### src/rtl/add_arbiter.sv
// Round-robin arbiter sharing one WIDTH-bit adder among NREQ requesters, with a one-entry tagged response register.
// Optional signed-overflow output rsp_ovf_out is enabled by defining ADD_ARB_OVF_EN.
module add_arbiter #(
    parameter int NREQ  = 4,
    parameter int WIDTH = 32,
    parameter int IDW   = 2
) (
    input  logic                    clk_in,
    input  logic                    rst_n_in,
    input  logic [NREQ-1:0]         req_valid_in,
    output logic [NREQ-1:0]         req_ready_out,
    input  logic [NREQ*WIDTH-1:0]   req_a_in,
    input  logic [NREQ*WIDTH-1:0]   req_b_in,
    output logic                    rsp_valid_out,
    input  logic                    rsp_ready_in,
    output logic [IDW-1:0]          rsp_id_out,
    output logic [WIDTH-1:0]        rsp_sum_out,
    output logic                    rsp_carry_out,
`ifdef ADD_ARB_OVF_EN
    output logic                    rsp_ovf_out,
`endif
    output logic [15:0]             stall_cnt_out
);

    logic [IDW-1:0]   rr_ptr_q, rr_ptr_d;
    logic             rsp_valid_q, rsp_valid_d;
    logic [IDW-1:0]   rsp_id_q, rsp_id_d;
    logic [WIDTH-1:0] rsp_sum_q, rsp_sum_d;
    logic             rsp_carry_q, rsp_carry_d;
    logic [15:0]      stall_q, stall_d;
`ifdef ADD_ARB_OVF_EN
    logic             rsp_ovf_q, rsp_ovf_d;
`endif

    logic             accept;
    logic             grant_vld;
    logic [IDW-1:0]   grant_idx;
    logic [IDW:0]     cand;
    logic [WIDTH-1:0] a_sel, b_sel;
    logic [WIDTH:0]   sum_ext;
    logic             ovf;

    // Priority search starting at rr_ptr; cand is one bit wider so the wrap subtract never overflows.
    always_comb begin
        accept    = !rsp_valid_q || rsp_ready_in;
        grant_vld = 1'b0;
        grant_idx = '0;
        cand      = '0;
        for (int k = 0; k < NREQ; k++) begin
            cand = {1'b0, rr_ptr_q} + (IDW+1)'(k);
            if (cand >= (IDW+1)'(NREQ)) begin
                cand = cand - (IDW+1)'(NREQ);
            end
            if (!grant_vld && req_valid_in[cand[IDW-1:0]]) begin
                grant_vld = 1'b1;
                grant_idx = cand[IDW-1:0];
            end
        end
        if (!accept || !rst_n_in) begin
            grant_vld = 1'b0;
        end
    end

    always_comb begin
        req_ready_out = '0;
        if (grant_vld) begin
            req_ready_out[grant_idx] = 1'b1;
        end
    end

    always_comb begin
        a_sel   = req_a_in[grant_idx*WIDTH +: WIDTH];
        b_sel   = req_b_in[grant_idx*WIDTH +: WIDTH];
        sum_ext = {1'b0, a_sel} + {1'b0, b_sel};
        ovf     = (a_sel[WIDTH-1] == b_sel[WIDTH-1]) && (sum_ext[WIDTH-1] != a_sel[WIDTH-1]);
    end

    always_comb begin
        rr_ptr_d    = rr_ptr_q;
        rsp_valid_d = rsp_valid_q;
        rsp_id_d    = rsp_id_q;
        rsp_sum_d   = rsp_sum_q;
        rsp_carry_d = rsp_carry_q;
        stall_d     = stall_q;
`ifdef ADD_ARB_OVF_EN
        rsp_ovf_d   = rsp_ovf_q;
`endif
        if (grant_vld) begin
            rr_ptr_d    = (grant_idx == IDW'(NREQ-1)) ? '0 : grant_idx + IDW'(1);
            rsp_valid_d = 1'b1;
            rsp_id_d    = grant_idx;
            rsp_sum_d   = sum_ext[WIDTH-1:0];
            rsp_carry_d = sum_ext[WIDTH];
`ifdef ADD_ARB_OVF_EN
            rsp_ovf_d   = ovf;
`endif
        end else if (rsp_ready_in) begin
            rsp_valid_d = 1'b0;
        end
        if (|req_valid_in && !accept && stall_q != 16'hFFFF) begin
            stall_d = stall_q + 16'd1;
        end
    end

    always_ff @(posedge clk_in or negedge rst_n_in) begin
        if (!rst_n_in) begin
            rr_ptr_q    <= '0;
            rsp_valid_q <= 1'b0;
            rsp_id_q    <= '0;
            rsp_sum_q   <= '0;
            rsp_carry_q <= 1'b0;
            stall_q     <= '0;
`ifdef ADD_ARB_OVF_EN
            rsp_ovf_q   <= 1'b0;
`endif
        end else begin
            rr_ptr_q    <= rr_ptr_d;
            rsp_valid_q <= rsp_valid_d;
            rsp_id_q    <= rsp_id_d;
            rsp_sum_q   <= rsp_sum_d;
            rsp_carry_q <= rsp_carry_d;
            stall_q     <= stall_d;
`ifdef ADD_ARB_OVF_EN
            rsp_ovf_q   <= rsp_ovf_d;
`endif
        end
    end

    assign rsp_valid_out = rsp_valid_q;
    assign rsp_id_out    = rsp_id_q;
    assign rsp_sum_out   = rsp_sum_q;
    assign rsp_carry_out = rsp_carry_q;
    assign stall_cnt_out = stall_q;
`ifdef ADD_ARB_OVF_EN
    assign rsp_ovf_out   = rsp_ovf_q;
`else
    logic unused_ovf;
    assign unused_ovf = ovf;
`endif

endmodule

### config.mk
export PLATFORM = sky130hd
export DESIGN_NAME = add_arbiter
export DESIGN_NICKNAME = d
export VERILOG_FILES = /design/src/rtl/add_arbiter.sv
export SDC_FILE = /design/constraint.sdc
export NUM_CORES = 1
export LEC_CHECK = 0
export CORE_AREA = 2 2 95 166
export DETAILED_ROUTE_END_ITERATION = 10
export DIE_AREA = 0 0 97 168
export PLACE_DENSITY = 0.85
export SYNTH_ARGS = -nofsm -noshare
export SYNTH_HDL_FRONTEND = slang
export SYNTH_SLANG_ARGS = --single-unit
### constraint.sdc
create_clock -name clk_in -period 5.16 [get_ports clk_in]
set_input_delay 1.032 -clock clk_in [delete_from_list [all_inputs] [get_ports clk_in]]
set_output_delay 1.032 -clock clk_in [all_outputs]
set_load 0.01 [all_outputs]
==> results of run 1 <==
==> kinds of logic (layout without fill, tap and decap cells) <==
kind of cell,Yosys count,count (layout),synth area share [%]
simple gates,482,482,35.41
compound gates,211,211,23.52
buf+inv,76,361,4.801
flops,54,54,22.44
fa+ha+maj,38,38,8.022
xor+xnor,35,35,5.091
mux,4,4,0.7066
==> power by group <==
part | leakage [nW] | internal (mW) | switching [mW]
Sequential | 0.678 | 0.591 | 0.134
Clock | 0.0759 | 0.186 | 0.169
Combinational | 3.51 | 1.78 | 2.24
Total | 4.26 | 2.56 | 2.54
==> state kept, by name, summed over array words and instances, names as in the netlist <==
| register | cells |
|---|---|
| rr_ptr_q | 2 |
| rsp_id_out | 2 |
| rsp_valid_out | 1 |
| stall_cnt_out | 16 |
| rsp_carry_out | 1 |
| rsp_sum_out | 32 |
==> cell type report <==
class / count / area, um2
Multi-Input combinational cell: 770 / 4395
Sequential cell: 54 / 1351
Timing Repair Buffer: 343 / 3428
Clock buffer: 5 / 125.1
Clock inverter: 3 / 28.78
Inverter: 10 / 38.79
Tap cell: 186 / 232.7
Fill cell: 1341 / 5489
==> synthesized netlist by cell type (6+ instances only) <==
cell type,count
a211o_1,6
a21o_1,19
a21oi_1,35
a31oi_1,67
and2_1,6
and3_1,68
buf_1,6
clkbuf_1,57
dfrtp_1,54
ha_1,37
inv_1,10
nand2_1,326
nand3_1,20
nand4_1,13
nor2_1,23
nor3_1,7
o21a_1,10
o21ai_0,38
o21bai_1,6
xnor2_1,19
xor2_1,16
==> routing by layer <==
layer | part of all wire, % | vias to the layer above
li1 | - | 3717
met1 | 38 | 3490
met2 | 51 | 369
met3 | 6.0 | 67
met4 | 5.0 | 0
met5 | 0 | -
==> stage by stage <==
stage	hold WS [ns]	util, %	power (mW)
finish	0.4873	63.62	5.099
global route	0.5267	63.62	5.534
CTS	0.4891	63.62	5.085
detailed placement	0.4726	62.60	4.713
global placement	0.4621	62.60	4.670
floorplan	0.5139	-	3.274
==> worst max-delay path, delay by kind of cell <==
family                   cells  cell delay (ns)
buffers and inverters        2             0.77
AO/OA/AOI/OAI                8             1.80
adder cells (fa/ha/maj)      1             0.31
AND/OR/NAND/NOR              5             0.96
==> worst max-delay path by stage <==
stage | startpoint | depth (start not counted) | slack (ns) | endpoint
floorplan | req_valid_in[2] | 19 | 0.71 | rsp_sum_out[30]
global placement | req_valid_in[3] | 14 | 0.26 | rsp_sum_out[27]
detailed placement | req_valid_in[3] | 14 | 0.16 | rsp_sum_out[30]
CTS | req_valid_in[3] | 14 | 0.46 | rsp_sum_out[30]
global route | req_valid_in[2] | 18 | 0.17 | rsp_sum_out[30]
finish | req_valid_in[3] | 16 | 0.45 | rsp_sum_out[30]
==> qor.txt, run 1 <==
Wire per inst -> 17.26 um
Post-DP HPWL -> 19420 um
Placed cell areas -> 9447 um2
Reg2Reg Capture Point -> rsp_sum_out[30]
Status -> finished, final reports clean
Slew @ Worst Pin -> 0.7703 ns
Post-cts resize count -> 0
Root buffer cell -> clkbuf_16
Seq/Total Area, Yosys -> 22.44%
Setup Buffers After CTS -> 0
Slowest stage cell, crit path -> clkdlybuf4s50_1
NumNets Final -> 1485
Die area -> 16300 um2
Vias per cell -> 5.575
Max Fclk -> 212.1 MHz
Mean Syn Cell Area -> 6.690 um2
Core area -> 15090 um2
Cell count after synthesis -> 900
Synth Flop Type -> dfrtp_1
Area leader, netlist -> dfrtp_1
Largest net degree at the start of global routing -> 75
Num Clock Sinks -> 54
Hold depth -> 2
Top cell type's share of synthesized area -> 22.44%
DRC -> 0
WL final -> 23660 um
Post-layout min period -> 4.715 ns
Met3 Track Usage GR -> 4.027%
Die height -> 168 um
Final setup TNS -> 0 ns
Detailed-router iteration count before antenna repair -> 5
Commonest non-fill, non-tap cell in the layout -> nand2_1
Vias in the first global route -> 7534
Post-synth EDFFs -> 0
Final setup fails -> 0
CP required -> 5.36 ns
Clock slew at reported path FFs -> 0.07 ns
Met2 usage -> 49.64%
Final worst setup slack -> 0.4454 ns
Flop2flop setup slack -> 1.16 ns
H-tree levels -> 2
Hold endpoint -> rsp_sum_out[4]
Crit path cell chain -> clkdlybuf4s50_1, a21oi_1, a31oi_1, and2_4, buf_12, nand2_1, and3_1, a31oi_1, ha_1, a21o_1, a221oi_4, a21oi_1, o41ai_4, nor4_2, or3_1, o2111ai_1
Worst slack, placed -> 0.1629 ns
N_diodes -> 0
Reg2reg path depth -> 16
Pwr dens -> 531.1 nW/um2
DRT iter0 DRCs -> 543
Hold_buf cts -> 0
Initial Utilization -> 39.90%
Post-route clock skew -> 0.009675 ns
Post-Syn Area -> 6021 um2
WP data arrival -> 4.92 ns
Worst Hold Class -> register to register
Element type at the critical path end -> register
Later-pin clock latency in the skew report -> 0.30 ns
Wire length of the first global-routing pass -> 37340 um
Vias -> 7643
Slew HR -> 48.65%
CP peak stage delay -> 0.53 ns
Cell Count, Final, Fillers Out -> 1371
Mapped Nets -> 1201
Hold Vio Cnt, Final -> 0
Slew Viols, Final -> 0
Hold Startpoint -> rsp_sum_out[4]
Final instance area -> 9600 um2
Crit-path max FO -> 62
Met1 Track Usage GR -> 32.16%
Initial antenna violation count -> 0
WS Path Type -> input pin to register
Placer Congestion -> 0.9376
Layout cells sized above 1 -> 4.557%
Max-Cap Viols -> 0
CTS Buf Count -> 5
Gr ovfl total -> 0
CTS tree -> yes
Leakage -> 4.264 nW
Final Cycle Share -> 91.37%
# port buffers -> 318
GRT Util Overall -> 27.81%
Asr flop ratio synth -> 100.0%
Row Count -> 60
Die width -> 97 um
Crit path launch type -> input pin
Synth Register Bits -> 54
Most frequent cells in the layout -> nand2_1 (326), clkdlybuf4s50_1 (317), and3_1 (68), a31oi_1 (67), dfrtp_1 (54)
Clock Path Buffers -> 2
IO Pins -> 319
Gr busiest metal -> met2
Critical R2R Launch -> rr_ptr_q[1]
Syn. warnings -> 0
Dpl cells -> 1363
ANT nets after route -> 0
Worst vdd rail ir drop -> 0.2539 mV
P&R area growth vs syn -> 59.46%
RSZ-0062 raised after global routing -> false
Largest cells by area after synthesis -> dfrtp_1 (22%), nand2_1 (20%), ha_1 (7.7%)
Synth cell types -> 55
No activity file was read; power rests on OpenSTA's default activity.
==> inputs of run 2 (changes only) <==
--- a/config.mk
+++ b/config.mk
@@ -8,6 +8,7 @@
 export CORE_AREA = 2 2 95 166
 export DETAILED_ROUTE_END_ITERATION = 10
 export DIE_AREA = 0 0 97 168
+export GPL_ROUTABILITY_DRIVEN = 1
 export PLACE_DENSITY = 0.85
 export SYNTH_ARGS = -nofsm -noshare
 export SYNTH_HDL_FRONTEND = slang
==> results of run 2 <==
Final layout, timing and power as in run 1 (identical DEF).
